--- src/rtl/dcache.sv ---
// Direct-mapped, write-back, write-allocate data cache with line-wide mem port and hit/miss counters.
// Optional DCACHE_FLUSH_EN adds flush_i/flush_done_o and a walk that writes back dirty lines.
module dcache #(
  parameter int unsigned NUM_LINES  = 4,
  parameter int unsigned LINE_BYTES = 16,
  parameter int unsigned ADDR_WIDTH = 32,
  parameter int unsigned DATA_WIDTH = 32
) (
  input  logic                    clk,
  input  logic                    rst,
`ifdef DCACHE_FLUSH_EN
  input  logic                    flush_i,
  output logic                    flush_done_o,
`endif
  input  logic                    req_valid_i,
  input  logic                    req_we_i,
  input  logic                    req_size_i,
  input  logic [ADDR_WIDTH-1:0]   req_addr_i,
  input  logic [DATA_WIDTH-1:0]   req_wdata_i,
  output logic                    resp_valid_o,
  output logic [DATA_WIDTH-1:0]   resp_rdata_o,
  output logic                    mem_rd_req_o,
  output logic                    mem_wr_req_o,
  output logic [ADDR_WIDTH-1:0]   mem_addr_o,
  output logic [LINE_BYTES*8-1:0] mem_wr_data_o,
  input  logic                    mem_data_valid_i,
  input  logic [LINE_BYTES*8-1:0] mem_data_i,
  input  logic                    mem_wr_done_i,
  output logic [31:0]             hit_cnt_o,
  output logic [31:0]             miss_cnt_o
);

  localparam int unsigned Off   = $clog2(LINE_BYTES);
  localparam int unsigned Idx   = $clog2(NUM_LINES);
  localparam int unsigned TagW  = ADDR_WIDTH - Off - Idx;
  localparam int unsigned LineW = LINE_BYTES * 8;

`ifdef DCACHE_FLUSH_EN
  typedef enum logic [2:0] {
    StIdle, StLookup, StWriteback, StRefill, StResp, StFlush, StFlushWb, StFlushDone
  } state_e;
  logic [Idx-1:0] flush_idx_q, flush_idx_d;
`else
  typedef enum logic [2:0] {StIdle, StLookup, StWriteback, StRefill, StResp} state_e;
`endif

  state_e                state_q, state_d;
  logic                  we_q, we_d, size_q, size_d, first_q, first_d;
  logic [ADDR_WIDTH-1:0] addr_q, addr_d;
  logic [DATA_WIDTH-1:0] wdata_q, wdata_d, rdata_q, rdata_d;
  logic [31:0]           hit_cnt_q, hit_cnt_d, miss_cnt_q, miss_cnt_d;
  logic [NUM_LINES-1:0]  valid_q, valid_d, dirty_q, dirty_d;
  logic [TagW-1:0]       tag_q  [NUM_LINES];
  logic [TagW-1:0]       tag_d  [NUM_LINES];
  logic [LineW-1:0]      data_q [NUM_LINES];
  logic [LineW-1:0]      data_d [NUM_LINES];

  logic [Idx-1:0]  idx;
  logic [TagW-1:0] tag;
  logic [Off-1:0]  boff;
  logic [Off-3:0]  word_sel;
  logic            hit;

  assign idx      = addr_q[Off+Idx-1:Off];
  assign tag      = addr_q[ADDR_WIDTH-1:Off+Idx];
  assign boff     = addr_q[Off-1:0];
  assign word_sel = addr_q[Off-1:2];
  assign hit      = valid_q[idx] && (tag_q[idx] == tag);

  always_ff @(posedge clk) begin
    if (!rst) begin
      state_q    <= StIdle;
      valid_q    <= '0;
      dirty_q    <= '0;
      hit_cnt_q  <= '0;
      miss_cnt_q <= '0;
      rdata_q    <= '0;
      first_q    <= 1'b0;
    end else begin
      state_q    <= state_d;
      valid_q    <= valid_d;
      dirty_q    <= dirty_d;
      hit_cnt_q  <= hit_cnt_d;
      miss_cnt_q <= miss_cnt_d;
      rdata_q    <= rdata_d;
      first_q    <= first_d;
    end
  end

  // Request latch and line storage are not cleared by reset; only gated so a reset cycle is inert.
  always_ff @(posedge clk) begin
    if (rst) begin
      we_q    <= we_d;
      size_q  <= size_d;
      addr_q  <= addr_d;
      wdata_q <= wdata_d;
      tag_q   <= tag_d;
      data_q  <= data_d;
`ifdef DCACHE_FLUSH_EN
      flush_idx_q <= flush_idx_d;
`endif
    end
  end

  always_comb begin
    state_d    = state_q;
    we_d       = we_q;
    size_d     = size_q;
    addr_d     = addr_q;
    wdata_d    = wdata_q;
    first_d    = first_q;
    rdata_d    = rdata_q;
    hit_cnt_d  = hit_cnt_q;
    miss_cnt_d = miss_cnt_q;
    valid_d    = valid_q;
    dirty_d    = dirty_q;
    tag_d      = tag_q;
    data_d     = data_q;
`ifdef DCACHE_FLUSH_EN
    flush_idx_d = flush_idx_q;
`endif
    unique case (state_q)
      StIdle: begin
`ifdef DCACHE_FLUSH_EN
        if (flush_i) begin
          flush_idx_d = '0;
          state_d     = StFlush;
        end else
`endif
        if (req_valid_i) begin
          we_d    = req_we_i;
          size_d  = req_size_i;
          addr_d  = req_addr_i;
          wdata_d = req_wdata_i;
          first_d = 1'b1;
          state_d = StLookup;
        end
      end
      StLookup: begin
        first_d = 1'b0;
        if (hit) begin
          if (first_q) hit_cnt_d = hit_cnt_q + 32'd1;
          rdata_d = '0;
          if (we_q) begin
            if (size_q) data_d[idx][{word_sel, 5'b0} +: DATA_WIDTH] = wdata_q;
            else        data_d[idx][{boff, 3'b0} +: 8] = wdata_q[7:0];
            dirty_d[idx] = 1'b1;
          end else if (size_q) begin
            rdata_d = data_q[idx][{word_sel, 5'b0} +: DATA_WIDTH];
          end else begin
            rdata_d = {{(DATA_WIDTH-8){1'b0}}, data_q[idx][{boff, 3'b0} +: 8]};
          end
          state_d = StResp;
        end else begin
          if (first_q) miss_cnt_d = miss_cnt_q + 32'd1;
          state_d = (valid_q[idx] && dirty_q[idx]) ? StWriteback : StRefill;
        end
      end
      StWriteback: if (mem_wr_done_i) state_d = StRefill;
      StRefill: begin
        if (mem_data_valid_i) begin
          data_d[idx]  = mem_data_i;
          tag_d[idx]   = tag;
          valid_d[idx] = 1'b1;
          dirty_d[idx] = 1'b0;
          state_d      = StLookup;
        end
      end
      StResp: state_d = StIdle;
`ifdef DCACHE_FLUSH_EN
      StFlush: begin
        if (valid_q[flush_idx_q] && dirty_q[flush_idx_q]) state_d = StFlushWb;
        else if (flush_idx_q == Idx'(NUM_LINES - 1))      state_d = StFlushDone;
        else flush_idx_d = flush_idx_q + 1'b1;
      end
      StFlushWb: begin
        if (mem_wr_done_i) begin
          dirty_d[flush_idx_q] = 1'b0;
          if (flush_idx_q == Idx'(NUM_LINES - 1)) begin
            state_d = StFlushDone;
          end else begin
            flush_idx_d = flush_idx_q + 1'b1;
            state_d     = StFlush;
          end
        end
      end
      StFlushDone: state_d = StIdle;
`endif
      default: state_d = StIdle;
    endcase
  end

  always_comb begin
    resp_valid_o  = 1'b0;
    resp_rdata_o  = '0;
    mem_rd_req_o  = 1'b0;
    mem_wr_req_o  = 1'b0;
    mem_addr_o    = '0;
    mem_wr_data_o = '0;
`ifdef DCACHE_FLUSH_EN
    flush_done_o  = 1'b0;
`endif
    case (state_q)
      StWriteback: begin
        mem_wr_req_o  = 1'b1;
        mem_addr_o    = {tag_q[idx], idx, {Off{1'b0}}};
        mem_wr_data_o = data_q[idx];
      end
      StRefill: begin
        mem_rd_req_o = 1'b1;
        mem_addr_o   = {tag, idx, {Off{1'b0}}};
      end
      StResp: begin
        resp_valid_o = 1'b1;
        resp_rdata_o = rdata_q;
      end
`ifdef DCACHE_FLUSH_EN
      StFlushWb: begin
        mem_wr_req_o  = 1'b1;
        mem_addr_o    = {tag_q[flush_idx_q], flush_idx_q, {Off{1'b0}}};
        mem_wr_data_o = data_q[flush_idx_q];
      end
      StFlushDone: flush_done_o = 1'b1;
`endif
      default: ;
    endcase
  end

  assign hit_cnt_o  = hit_cnt_q;
  assign miss_cnt_o = miss_cnt_q;

endmodule

--- config.mk ---
export PLATFORM = sky130hd
export DESIGN_NAME = dcache
export DESIGN_NICKNAME = d
export VERILOG_FILES = /design/src/rtl/dcache.sv
export SDC_FILE = /design/constraint.sdc
export NUM_CORES = 2
export LEC_CHECK = 0
export CORE_MARGIN = 2
export CORE_UTILIZATION = 49
export CTS_BUF_LIST = sky130_fd_sc_hd__clkbuf_8
export CTS_CLUSTER_SIZE = 14
export DETAILED_ROUTE_END_ITERATION = 7
export PLACE_DENSITY = 0.71
export SYNTH_ARGS = -nofsm -noshare
export SYNTH_HDL_FRONTEND = slang
export SYNTH_SLANG_ARGS = --single-unit
export TNS_END_PERCENT = 5
--- constraint.sdc ---
create_clock -name clk -period 11.3 [get_ports clk]
set_input_delay 3.39 -clock clk [delete_from_list [all_inputs] [get_ports clk]]
set_output_delay 3.39 -clock clk [all_outputs]
set_load 0.02 [all_outputs]
* Word-level counts from Yosys, hierarchy flattened
Cells that the tools add are included. W data, S select, Z words.
Word-level totals: flip-flop bits (word level) 790, word-level logic and storage cells 115
Operators by class: add/subtract/negate cells 4, $lt $le $gt $ge 4, equality and inequality tests 10, shifts and indexed selects 6, multiplexer cells 49, bitwise gates (word level) 6, reduce and logical (&&, ||, !) cells 17
Operators with widths (number):
- $mux W512 | 4
- $bwmux W512 | 3
- $pmux W512 S2 | 1
- $demux W128 S2 | 3
- $mux W128 | 6
- $bmux W128 S2 | 1
- $shift A32 B9 Y128 const A | 1
- $shift A8 B9 Y128 const A | 1
- $shiftx A128 B8 Y32 | 1
- $shiftx A128 B8 Y8 | 1
- $shiftx A32 B9 Y128 | 1
- $shiftx A8 B9 Y128 | 1
- $bwmux W104 | 1
- $mux W32 | 3
- $mux W26 | 3
- $add A32 B1 Y32 const B | 2
- $pmux W32 S2 | 1
- $bmux W26 S2 | 1
- $demux W26 S2 | 1
- $eq A26 B26 Y1 | 1
- $neg A7 Y9 | 2
- $reduce_and A3 Y1 | 5
- $mux W3 | 4
- $mux W4 | 3
- other kinds (25) | 45

* Depth between registers and ports, before layout
depth in word-level cells 10, depth in mapped cells 14, mapped depth without buffers 9

* Worst setup path before layout
Ideal clock, no wire load.
path kind reg2out, start reg addr_q[5], end out mem_addr_o[23], data arrival time 2.438 ns, required time 7.910 ns, slack 5.472 ns, stages on the path, launching flop included 9, path buffers 6, path through edfxtp_1 buf_4 buf_2 buf_2 buf_2 buf_1 clkbuf_1 nor2_1 o32ai_1
Between the ends: longest elaborated chain between the ends 5
RTL lines:
- start, declared | RTL line 49 | logic [ADDR_WIDTH-1:0] addr_q, addr_d;
- start signal, assigned | RTL line 95 | addr_q <= addr_d;
- $not A2 Y3 (implied by the code) | RTL line 206 | mem_addr_o = {tag_q[idx], idx, {Off{1'b0}}};
- $bmux W26 S2 | RTL line 206
- $mux W26 (implied by the code) (2 in a row) | RTL line 206
- $pmux W32 S2 | RTL line 203 | case (state_q)
- end, declared | RTL line 24 | output logic [ADDR_WIDTH-1:0] mem_addr_o,
No other way between the ends. The select of a mux whose other input is x is not followed.

* Final worst setup path
start reg state_q[2], end out mem_wr_data_o[60]
Between the ends: longest elaborated chain between the ends 2
RTL lines:
- start, declared | RTL line 47 | state_e state_q, state_d;
- start signal, assigned | RTL line 72 | state_q <= StIdle;
- start signal, assigned | RTL line 80 | state_q <= state_d;
- $eq A3 B2 Y1 | RTL line 203
- $mux W128 | RTL line 203
- end, declared | RTL line 25 | output logic [LINE_BYTES*8-1:0] mem_wr_data_o,
No other way between the ends.

==> flow_metrics.py <==
metrics = {
    "run_status": {
        "status": "finished, violations left",
        "violations": "DRC",
    },
    "yosys": {
        "synth.avg_cell_area_um2": 11.64,
        "synth-seq-cells": 790,
        "async_reset_ff_share_pct": 0,
        "synth_ff_type": "edfxtp_1",
        "synthAdderAreaFrac_pct": 0.2688,
        "muxShareOfSynthArea_pct": 11.45,
        "synth-edff-count": 682,
        "ys_seq_area_share_pct": 54.06,
        "synth_area_leaders": "edfxtp_1, mux4_2, dfxtp_1",
        "synth_compound_area_share_pct": 15.47,
        "synthDistinctLibCells": 83,
        "synth_largest_area_cell": "edfxtp_1",
        "synth_top_area_share_pct": 48.89,
        "syn_inst": 3597,
        "synthSimpleGateAreaFrac_pct": 14.66,
        "synth_area_um2": 41890,
        "yosys_warnings": 0,
        "synth_xor_xnor_area_share_pct": 0.4809,
        "synth_top_family_by_area": "compound AO/OA/AOI/OAI gates",
    },
    "setup_path": {
        "cp-start-kind": "flop",
        "critPathBufInv": 3,
        "reg2reg_slack_ns": 4.85,
        "r2r-end": "data_q[507]",
        "critPathMaxStageDelay_ns": 0.62,
        "crit_family": "buffers and inverters",
        "worstRegToRegCells": 10,
        "crit_path_cell_trace": "nor2b_1, nand2b_1, inv_4, buf_4, and2_1, clkdlybuf4s50_1",
        "end_kind": "primary output",
        "worst_path_max_delay_cell": "buf_4",
        "cp_data_required_time_ns": 7.91,
        "crit_arrival_ns": 4.33,
        "crit_type": "reg -> out",
        "r2r-start": "addr_q[5]",
        "path_max_fanout": 80,
    },
    "power": {
        "netSwitchingPower_mw": 1.794,
        "swShare_pct": 27.84,
        "p_clk_share_pct": 39.4,
        "p_int_mw": 4.650,
        "power.density_nw_per_um2": 128.4,
        "power.leakage_nw": 16.49,
        "seqPwrFrac_pct": 49.6,
        "power_frac_comb_pct": 10.9,
        "power_mw": 6.444,
        "ir_drop_mv": 0.1101,
    },
    "cells_and_area": {
        "synthToLayoutAreaGrowth_pct": 19.78,
        "nets": 4195,
        "drive_above_1_share_pct": 12.94,
        "fillCellCount": 7012,
        "final_common_cell": "edfxtp_1",
        "fin_util_pct": 59.11,
        "mostFrequentLayoutCells": "edfxtp_1, nand2_1, clkdlybuf4s50_1",
    },
    "timing": {
        "period_minus_slack_ns": 7.724,
        "rsz0062_at_grt": "no",
        "clock.fmax_mhz": 129.5,
        "hold_viol": 0,
        "setup_viol": 0,
        "final.setup_skew_ns": 0.04079,
        "setup-tns-final_ns": 0,
        "slew_headroom_pct": 12.15,
        "drv_slew": 0,
        "finalCritPeriodShare_pct": 68.35,
        "worst_pin_slew_ns": 1.314,
    },
    "die": {
        "die-height_um": 296.4,
        "die_area_um2": 87840,
        "core-area_um2": 84880,
        "num_rows": 107,
        "die_width_um": 296.4,
        "start_util_pct": 49.35,
        "pin_count": 458,
    },
    "route": {
        "drc": 30,
        "viasPerCell": 6.980,
        "postRouteAntennaNets": 0,
        "vias": 36620,
        "drt_wl_total_um": 175000,
        "detail_route.wl_per_cell_um": 33.35,
        "first_iter_violations": 6283,
        "firstDrtPassIters": 8,
    },
    "cts": {
        "cts-root-buf": "clkbuf_8",
        "ctsHoldBuffers": 0,
        "cts_max_path_buffers": 3,
        "clock_sinks": 790,
        "clk_pin_slew_ns": 0.07,
        "h-tree-depth": 4,
        "worstSkewPairLatency_ns": 0.84,
        "postCtsResizedCells": 0,
        "cts_buffers": 136,
        "postCtsSetupBuffers": 0,
        "cts_tree": "done",
    },
    "grt": {
        "grt-ovfl-total": 0,
        "grtUsageTotal_pct": 39.09,
        "grt_max_degree": 108,
        "antenna_found_initial": 17,
        "grt_pass1_wl_um": 243300,
        "grt_pass1_vias": 33810,
    },
    "flow_run": {
        "drv_cap": 0,
    },
    "hold_path": {
        "hold_depth": 2,
        "min_to": "valid_q[0]",
        "holdCritPathClass": "reg -> reg",
        "hp-start": "valid_q[0]",
    },
    "place": {
        "port_buffers": 453,
        "hpwlAfterDp_um": 118700,
        "place_congestion": 1.006,
    },
}
[state kept, by name, summed over array words and instances, names as in the netlist, named ones only]
signal / count
data_q: 512
tag_q: 104
addr_q: 32
hit_cnt_o: 32
miss_cnt_o: 32
rdata_q: 32
wdata_q: 32
valid_q: 4
state_q: 3
first_q: 1
size_q: 1
we_q: 1
[kinds of logic (layout without fill, tap and decap cells)]
group	count (synthesis)	count (layout)
and+or+nand+nor	1343	1343
AOI/OAI and AO/OA	815	815
DFF	790	790
buffers and inverters	347	835
muxes	269	269
xor gates and xnor gates	23	23
adders and majority gates	9	9
other	1	18
[area by class of cell]
type	instances	area (µm²)	area share (%)
clock buffers	138	1899	3.786
multi-input cells	2463	17970	35.83
inverters	29	111.4	0.2219
well taps	1144	1431	2.853
clock inverters	101	666.9	1.329
repair buffers	567	5413	10.79
flip-flops and latches	790	22640	45.13
diodes	14	35.03	0.06983
[worst max path at each step]
stage,cells past startpoint,from,endpoint,slack (ns)
after global routing,6,state_q[2],mem_wr_data_o[63],3.18
after CTS,6,state_q[2],mem_wr_data_o[66],3.53
after floorplan,8,addr_q[5],mem_addr_o[23],5.47
after detailed placement,6,state_q[2],mem_wr_data_o[66],4.43
final,6,state_q[2],mem_wr_data_o[60],3.58
after global placement,6,state_q[2],mem_wr_data_o[87],4.55
[through the flow]
step	cells	hold WS (ns)	cell area [µm²]	setup slack, ns
after floorplan	3600	0.4185	41900	5.472
after global placement	4993	0.4293	47570	4.552
after detailed placement	4993	0.4385	47570	4.426
after CTS	5232	0.4470	50140	3.530
after global routing	5234	0.4716	50140	3.182
final	5246	0.4484	50170	3.576
[metal layers]
layer | share of wire, % | track usage, % | up-vias | wire length, µm
met1 | 32 | 46.85 | 17440 | 56690
met5 | 0.17 | 1.109 | - | 304
met2 | 43 | 56.60 | 3270 | 74790
met4 | 9.1 | 29.19 | 26 | 15950
met3 | 16 | 15.73 | 848 | 27250
li1 | - | - | 15030 | -
[power by group through the flow]
stage	clock network [mW]	registers, mW	logic [mW]
global route	2.67	3.20	0.718
CTS	2.54	3.20	0.673
detailed placement	0	3.26	0.672
global placement	0	3.26	0.666
floorplan	0	3.24	0.346
finish	2.54	3.20	0.703
[synth_stat cells (18+ instances only)]
master / n
a21oi_1: 55
a221o_1: 113
a22oi_1: 31
a32oi_1: 64
and2_1: 132
and3_1: 69
buf_1: 35
buf_2: 40
clkbuf_1: 214
dfxtp_1: 108
edfxtp_1: 682
inv_1: 26
mux2i_1: 87
mux4_2: 165
nand2_1: 544
nand2b_1: 24
nand3_1: 78
nand4_1: 27
nor2_1: 347
nor3_1: 29
o211ai_1: 25
o21ai_0: 102
o221ai_1: 193
o31ai_1: 86
or3_1: 18
or4_1: 27
xnor2_1: 21
[worst register-to-register path: cells and delay by family, from the launching register on]
kind            cells  cell delay (ns)
buf+inv             3             1.87
mux                 1             0.53
flops               1             0.37
xor+xnor            1             0.22
simple gates        3             1.93
compound gates      2             1.12
(Power assumes the default switching activity.)
